**src/rtl/fetch_sequencer_pkg.sv**
```systemverilog
// -----------------------------------------------------------------------------
// fetch_sequencer_pkg
// Shared types and constants for the fetch sequencer and its lane router:
//   - cmd_op_e     : command opcodes accepted from the instruction decoder
//   - state_e      : sequencer FSM states
//   - route_t      : lane-routing bundle produced by fetch_seq_route
//   - WE_* / SEL_* : PE write-strobe masks and PE_SEL codes
//   - beat_count() : DIMEN code to number of beats (2/4/8/16)
//   - is_legal_op(): opcode legality check
// -----------------------------------------------------------------------------
package fetch_sequencer_pkg;

   typedef enum logic [2:0] {
      OP_LOAD_BCAST = 3'd0,
      OP_LOAD_ONE   = 3'd1,
      OP_LOAD_A2X2  = 3'd2,
      OP_LOAD_B2X2  = 3'd3,
      OP_STORE      = 3'd4
   } cmd_op_e;

   typedef enum logic [2:0] {
      ST_IDLE,
      ST_CLR,
      ST_LOAD,
      ST_STORE,
      ST_FIN
   } state_e;

   // PE write-strobe masks, bit n = PE n
   localparam logic [3:0] WE_NONE = 4'b0000;
   localparam logic [3:0] WE_ALL  = 4'b1111;
   localparam logic [3:0] WE_A_LO = 4'b0011;
   localparam logic [3:0] WE_A_HI = 4'b1100;
   localparam logic [3:0] WE_B_LO = 4'b0101;
   localparam logic [3:0] WE_B_HI = 4'b1010;

   // PE_SEL codes presented to the fetch stage
   localparam logic [1:0] SEL_BCAST = 2'd0;
   localparam logic [1:0] SEL_ONE   = 2'd1;
   localparam logic [1:0] SEL_A2X2  = 2'd2;
   localparam logic [1:0] SEL_B2X2  = 2'd3;

   typedef struct packed {
      logic [1:0] pe_sel;
      logic       sel_2x2;
      logic       sel_4;
      logic [3:0] we_mask;
   } route_t;

   function automatic logic [4:0] beat_count(input logic [1:0] dimen);
      case (dimen)
         2'd0:    return 5'd2;
         2'd1:    return 5'd4;
         2'd2:    return 5'd8;
         default: return 5'd16;
      endcase
   endfunction

   function automatic logic is_legal_op(input logic [2:0] op);
      return (op <= OP_STORE);
   endfunction

endpackage

```
**src/rtl/fetch_seq_route.sv**
```systemverilog
// -----------------------------------------------------------------------------
// fetch_seq_route
// Pure combinational lane decoder: maps a command opcode and its PE field to
// the fetch-stage lane selects and the PE write-strobe mask.
// Ports:
//   op    in  3  command opcode (cmd_op_e encoding; illegal codes give all-zero)
//   pe    in  2  target PE (LOAD_ONE) / half select in bit 0 (LOAD_A2x2/B2x2)
//   route out    {pe_sel, sel_2x2, sel_4, we_mask}
// -----------------------------------------------------------------------------
module fetch_seq_route
   import fetch_sequencer_pkg::*;
(
   input  logic [2:0] op,
   input  logic [1:0] pe,
   output route_t     route
);

   always_comb begin
      // NOTE: default every field first so no path through the case infers a latch.
      route = '0;
      case (op)
         OP_LOAD_BCAST: begin
            route.pe_sel  = SEL_BCAST;
            route.we_mask = WE_ALL;
         end
         OP_LOAD_ONE: begin
            route.pe_sel                  = SEL_ONE;
            {route.sel_4, route.sel_2x2}  = pe;
            route.we_mask                 = 4'b0001 << pe;
         end
         OP_LOAD_A2X2: begin
            route.pe_sel  = SEL_A2X2;
            route.sel_2x2 = ~pe[0];
            route.we_mask = pe[0] ? WE_A_HI : WE_A_LO;
         end
         OP_LOAD_B2X2: begin
            route.pe_sel  = SEL_B2X2;
            route.sel_2x2 = ~pe[0];
            route.we_mask = pe[0] ? WE_B_HI : WE_B_LO;
         end
         default: begin
            // STORE and illegal codes: no lanes written
            route.we_mask = WE_NONE;
         end
      endcase
   end

endmodule

```
**src/rtl/fetch_sequencer.sv**
```systemverilog
// -----------------------------------------------------------------------------
// fetch_sequencer
// Command-level sequencer in front of the data-fetch stage. Accepts one
// LOAD/STORE command at a time, runs CLR -> LOAD|STORE -> FIN, drives the
// fetch-stage control pins, generates per-PE write strobes with a beat index,
// and reports completion with a one-cycle DONE pulse.
//
// Optional feature: define FETCH_SEQ_TIMEOUT_EN to enable an 8-bit watchdog on
// the LOAD/STORE phase (limit TIMEOUT_CYCLES). On expiry the sequencer goes to
// FIN with ERR=1 and DONE=0.
//
// Ports:
//   CLK, RST (async, active-high)
//   CMD_VALID/CMD_READY         command handshake (READY high only in IDLE)
//   CMD_OP/DIMEN/ADDR/PE        command fields, latched at accept
//   DIMEN, ADDRESS              registered command copy to fetch stage
//   ADDR_RST, ADDR_START,
//   WRADDR_START                fetch-stage controls
//   PE_SEL, PE_SEL_2x2, PE_SEL_4 lane routing, registered at accept
//   FETCH_DONE, STORE_DONE,
//   LAT_CNT                     fetch-stage status
//   PE_WE, PE_WIDX              PE register-file strobe and beat index
//   BUSY, DONE, ERR             status to decoder
// -----------------------------------------------------------------------------
module fetch_sequencer
   import fetch_sequencer_pkg::*;
#(
   parameter int TIMEOUT_CYCLES = 255
) (
   input  logic        CLK,
   input  logic        RST,
   input  logic        CMD_VALID,
   output logic        CMD_READY,
   input  logic [2:0]  CMD_OP,
   input  logic [1:0]  CMD_DIMEN,
   input  logic [16:0] CMD_ADDR,
   input  logic [1:0]  CMD_PE,
   output logic [1:0]  DIMEN,
   output logic [16:0] ADDRESS,
   output logic        ADDR_RST,
   output logic        ADDR_START,
   output logic        WRADDR_START,
   output logic [1:0]  PE_SEL,
   output logic        PE_SEL_2x2,
   output logic        PE_SEL_4,
   input  logic        FETCH_DONE,
   input  logic        STORE_DONE,
   input  logic [2:0]  LAT_CNT,
   output logic [3:0]  PE_WE,
   output logic [3:0]  PE_WIDX,
   output logic        BUSY,
   output logic        DONE,
   output logic        ERR
);

   state_e     state_q;
   logic       is_store_q;
   logic [3:0] we_mask_q;
   route_t     cmd_route;
   logic       beat_fire;
   logic [3:0] widx_last;
   logic       wd_expired;

   fetch_seq_route u_route (
      .op    (CMD_OP),
      .pe    (CMD_PE),
      .route (cmd_route)
   );

   // A beat lands in the PE register files when the fetch read latency
   // counter reaches 2 while loading.
   assign beat_fire = (state_q == ST_LOAD) && (LAT_CNT == 3'd2);
   assign PE_WE     = beat_fire ? we_mask_q : WE_NONE;

   // ADDR_START must drop in the same cycle FETCH_DONE is seen, so it is
   // decoded from the state register and the input rather than registered.
   assign ADDR_START = (state_q == ST_LOAD) && !FETCH_DONE;

   // Last legal beat index for the latched dimension (16 beats -> 15).
   assign widx_last = 4'(beat_count(DIMEN) - 5'd1);

`ifdef FETCH_SEQ_TIMEOUT_EN
   localparam logic [7:0] WD_LAST = 8'(TIMEOUT_CYCLES - 1);

   logic [7:0] wd_q;

   // Every entry into LOAD/STORE passes through CLR, so clearing there gives
   // a fresh count for each phase; cycle k of the phase sees wd_q = k-1.
   always_ff @(posedge CLK or posedge RST) begin
      if (RST) begin
         wd_q <= '0;
      end else if (state_q == ST_CLR) begin
         wd_q <= '0;
      end else if (state_q == ST_LOAD || state_q == ST_STORE) begin
         wd_q <= wd_q + 8'd1;
      end
   end

   assign wd_expired = (wd_q == WD_LAST);
`else
   logic unused_timeout;
   assign unused_timeout = ^TIMEOUT_CYCLES;
   assign wd_expired     = 1'b0;
`endif

   // NOTE: all sequential state uses non-blocking assignments so every
   // register samples the pre-edge values regardless of statement order.
   always_ff @(posedge CLK or posedge RST) begin
      if (RST) begin
         state_q      <= ST_IDLE;
         is_store_q   <= 1'b0;
         we_mask_q    <= WE_NONE;
         CMD_READY    <= 1'b1;
         DIMEN        <= '0;
         ADDRESS      <= '0;
         ADDR_RST     <= 1'b0;
         WRADDR_START <= 1'b0;
         PE_SEL       <= '0;
         PE_SEL_2x2   <= 1'b0;
         PE_SEL_4     <= 1'b0;
         PE_WIDX      <= '0;
         BUSY         <= 1'b0;
         DONE         <= 1'b0;
         ERR          <= 1'b0;
      end else begin
         // single-cycle pulses
         ADDR_RST <= 1'b0;
         DONE     <= 1'b0;
         ERR      <= 1'b0;

         case (state_q)
            ST_IDLE: begin
               if (CMD_VALID) begin
                  if (is_legal_op(CMD_OP)) begin
                     state_q    <= ST_CLR;
                     is_store_q <= (CMD_OP == OP_STORE);
                     DIMEN      <= CMD_DIMEN;
                     ADDRESS    <= CMD_ADDR;
                     PE_SEL     <= cmd_route.pe_sel;
                     PE_SEL_2x2 <= cmd_route.sel_2x2;
                     PE_SEL_4   <= cmd_route.sel_4;
                     we_mask_q  <= cmd_route.we_mask;
                     PE_WIDX    <= '0;
                     ADDR_RST   <= 1'b1;
                     BUSY       <= 1'b1;
                     CMD_READY  <= 1'b0;
                  end else begin
                     // illegal op is consumed: flag it and keep waiting
                     ERR <= 1'b1;
                  end
               end
            end

            ST_CLR: begin
               PE_WIDX <= '0;
               if (is_store_q) begin
                  state_q      <= ST_STORE;
                  WRADDR_START <= 1'b1;
               end else begin
                  state_q <= ST_LOAD;
               end
            end

            ST_LOAD: begin
               if (beat_fire) begin
                  PE_WIDX <= (PE_WIDX == widx_last) ? 4'd0 : PE_WIDX + 4'd1;
               end
               if (FETCH_DONE) begin
                  state_q  <= ST_FIN;
                  ADDR_RST <= 1'b1;
                  DONE     <= 1'b1;
               end else if (wd_expired) begin
                  state_q  <= ST_FIN;
                  ADDR_RST <= 1'b1;
                  ERR      <= 1'b1;
               end
            end

            ST_STORE: begin
               if (STORE_DONE) begin
                  state_q      <= ST_FIN;
                  WRADDR_START <= 1'b0;
                  ADDR_RST     <= 1'b1;
                  DONE         <= 1'b1;
               end else if (wd_expired) begin
                  state_q      <= ST_FIN;
                  WRADDR_START <= 1'b0;
                  ADDR_RST     <= 1'b1;
                  ERR          <= 1'b1;
               end
            end

            ST_FIN: begin
               state_q   <= ST_IDLE;
               BUSY      <= 1'b0;
               CMD_READY <= 1'b1;
            end

            default: begin
               state_q      <= ST_IDLE;
               WRADDR_START <= 1'b0;
               BUSY         <= 1'b0;
               CMD_READY    <= 1'b1;
            end
         endcase
      end
   end

endmodule

```
**config.mk**
```make
export PLATFORM = sky130hd
export DESIGN_NAME = fetch_sequencer
export DESIGN_NICKNAME = d
export VERILOG_FILES = /design/src/rtl/fetch_sequencer_pkg.sv /design/src/rtl/fetch_seq_route.sv /design/src/rtl/fetch_sequencer.sv
export SDC_FILE = /design/constraint.sdc
export NUM_CORES = 1
export LEC_CHECK = 0
export CORE_ASPECT_RATIO = 1.5
export CORE_MARGIN = 10
export CORE_UTILIZATION = 48
export CTS_CLUSTER_SIZE = 28
export DETAILED_ROUTE_END_ITERATION = 8
export HOLD_SLACK_MARGIN = 0.08
export PLACE_DENSITY = 0.82
export SETUP_SLACK_MARGIN = 0.02
export SYNTH_ARGS = -nofsm -noshare
export SYNTH_HDL_FRONTEND = slang
export SYNTH_SLANG_ARGS = --single-unit
```
**constraint.sdc**
```tcl
create_clock -name CLK -period 2.7 [get_ports CLK]
set_input_delay 0.405 -clock CLK [delete_from_list [all_inputs] [get_ports CLK]]
set_output_delay 0.405 -clock CLK [all_outputs]
set_load 0.02 [all_outputs]
```
==> metrics.txt <==
Clock Pin Slew Worst Setup and Hold Paths about 0.080 ns; Setup Skew ~0.0035 ns; worst hold path class register to register; Hold Buf Count CTS 0; Layout Area Growth over Synthesis 43.53%; GR Util met3 0.04458; Initial Util 0.4930; Post-synth top flop dfrtp_1; crit path buf inv count 1; Setup TNS Final 0 ns; Layout Nets around 270; antenna violations before repair 0; gpl congestion roughly 0.75; Root Buffer clkbuf_8; Port Buf Inserts a little under 70; Post-CTS Setup Repair Bufs 0; CP Class register to primary output; synthesized area per cell about 12 µm²; worst-margin pin slew slightly above 0.5 ns; DR WL/cell 17.19 µm; Max Buffers Root-to-Sink 2; Distinct cells, synth 38; Max Clk Rate approximately 0.4 GHz; RSZ-0062 raised after global routing no; CTS tree yes; Resize count post-CTS 0; sequential share of the synthesized area 0.5310; first-pass GRT wire length ~8000 µm; iteration-0 DRC count of the detailed router 90; PwrDens between 1000 and 1500 nW/µm²; Final Max Tran Viols 0; Cell Rows 28; most frequent cells in the layout 69 x clkdlybuf4s50_1, 40 x dfrtp_1, 15 x mux2_4, 13 x nor2_1, 13 x nand2_1; synthesized cell area ~1900 µm²; syn_nets about 200; Max transition margin 0.6594; Diodes inserted 0; maximum vdd ir drop approximately 0.67 mV; Final Cycle Share 0.9255; YS warnings 0; Die Area approximately 7000 µm²; leading cell type in the layout, fill and taps excluded clkdlybuf4s50_1; met1 GRT Util 0.1558; Crit. End Element primary output; core box area 3924 µm²; ranking of synthesized cells by area dfrtp_1 52%, mux2_4 12%, a21oi_1 3.1%; post-synthesis register bit count ~40; Worst-Skew Late Latency approximately 0.29 ns; CP Data Arrival Time around 2.1 ns; FILL cells a little under 300; share of post-route cells with drive strength above 1 0.1743; critical path, cell by cell nor3b_2, and3_1, and2_1, clkdlybuf4s50_1; CTS buffer count 5; area leader, netlist dfrtp_1; DR pass1 iterations 4; post-DP HPWL roughly 3700 µm; area of the multi-input gates 844.6 µm²; DRC Markers 0; Overall Global Routing Usage 0.1397; Async SR Flop Fraction 1.000; total wire length just under 5000 µm; Final Setup Violations 0; via count 1526; Die Ht ~100 µm; I/O pin cnt 70; vias in the first global route around 1500; EDFF count, synth 0; status complete, no violations; crit-path max FO 10; most used routing layer met2; cell family with most CP delay simple AND/OR/NAND/NOR gates; GR Util met2 0.2384; Mapped Cells ~160; H-tree Lvls 2; Leakage around 1.2 nW; top-area cell type share of the netlist area 0.5175; Die Width a little over 70 µm; final hold violations 0; max incr delay on CP about 0.60 ns; final core utilization 0.7076; Routed Antenna Nets 0; # clock sinks 41; largest net degree at the start of global routing 42; Register Area 1027 µm²; Required @ worst endpoint ~2.3 ns; Tmin final 2.499 ns; GRT Residual Overflow 0; Worst path slowest cell clkdlybuf4s50_1; vias per cell roughly 5.3; Startpoint Class register; max-capacitance violation count 0
==> worst reg2reg max path, cell delays in order, from the launching register on <==
cell	delay (ns)
dfrtp_1	0.40
buf_4	0.19
nor4b_4	0.27
buf_4	0.19
nand2_4	0.23
mux2_4	0.40
==> cells in the mapped netlist (all sizes together) (2+ instances only) <==
cell / count
dfrtp: 40
buf: 4
a21o: 2
o21ai: 11
nor3b: 6
and2: 5
nor2b: 4
nand3: 3
a21oi: 12
nand2: 14
mux2: 19
nor4b: 2
a22o: 3
nor2: 13
o31ai: 2
inv: 3
clkbuf: 4
and3: 2
==> stage by stage <==
step	cells	area, µm²	power (mW)	hold slack [ns]	setup WS, ns
final	286	2776	2.943	0.4855	0.2012
after global routing	286	2776	3.122	0.5245	0.05412
after CTS	286	2771	2.979	0.4901	0.1101
after detailed placement	278	2685	2.570	0.4715	0.2680
after global placement	278	2685	2.536	0.4792	0.2860
after floorplan	164	1934	1.923	0.4418	1.061
==> metal layers <==
metal,share of wire,vias to the layer above
met5,0,-
met4,0.019,0
met3,0.049,9
met2,0.53,39
met1,0.40,744
li1,-,734
==> power breakdown <==
group | switching, mW | total (mW) | internal (mW)
Sequential | 0.184 | 1.07 | 0.889
Clock | 0.216 | 0.395 | 0.178
Combinational | 0.683 | 1.48 | 0.792
==> sequential cells by signal (all words and copies together) (netlist names) <==
signal / cells
DIMEN: 2
state_q: 3
PE_SEL_4: 1
ADDR_RST: 1
ADDRESS: 17
WRADDR_START: 1
PE_SEL_2x2: 1
DONE: 1
PE_WIDX: 4
ERR: 1
PE_SEL: 2
BUSY: 1
CMD_READY: 1
is_store_q: 1
we_mask_q: 4
==> worst paths after layout <==
check,start,slack (ns),cells past startpoint,to
worst max-delay path,state_q[0],0.20,4,PE_WE[1]
worst min-delay path,we_mask_q[1],0.49,2,we_mask_q[1]
worst max register to register,state_q[2],0.90,5,ADDRESS[6]
worst min register to register,we_mask_q[1],0.49,2,we_mask_q[1]
max in group asynchronous,RST,1.79,3,CMD_READY
min in group asynchronous,RST,0.53,3,ADDRESS[7]
==> layout make-up <==
type                       count  area share
timing repair buffer          77      0.2704
clock buffer                   5     0.02479
multi-input combinational    112      0.3042
inverter                       3    0.004056
sequential                    41      0.3700
tap                           45     0.02028
clock inverter                 3    0.006309
==> kinds of logic (layout without fill, tap and decap cells) <==
kind of cell,count (synthesis),after routing,synth area share
AO/OA/AOI/OAI,38,38,0.1248
adder cells (fa/ha/maj),1,1,0.006467
multiplexers,20,20,0.1449
flip-flops,41,41,0.5311
AND/OR/NAND/NOR,53,53,0.1578
buffers and inverters,11,88,0.03493
(Power assumes the default switching activity.)
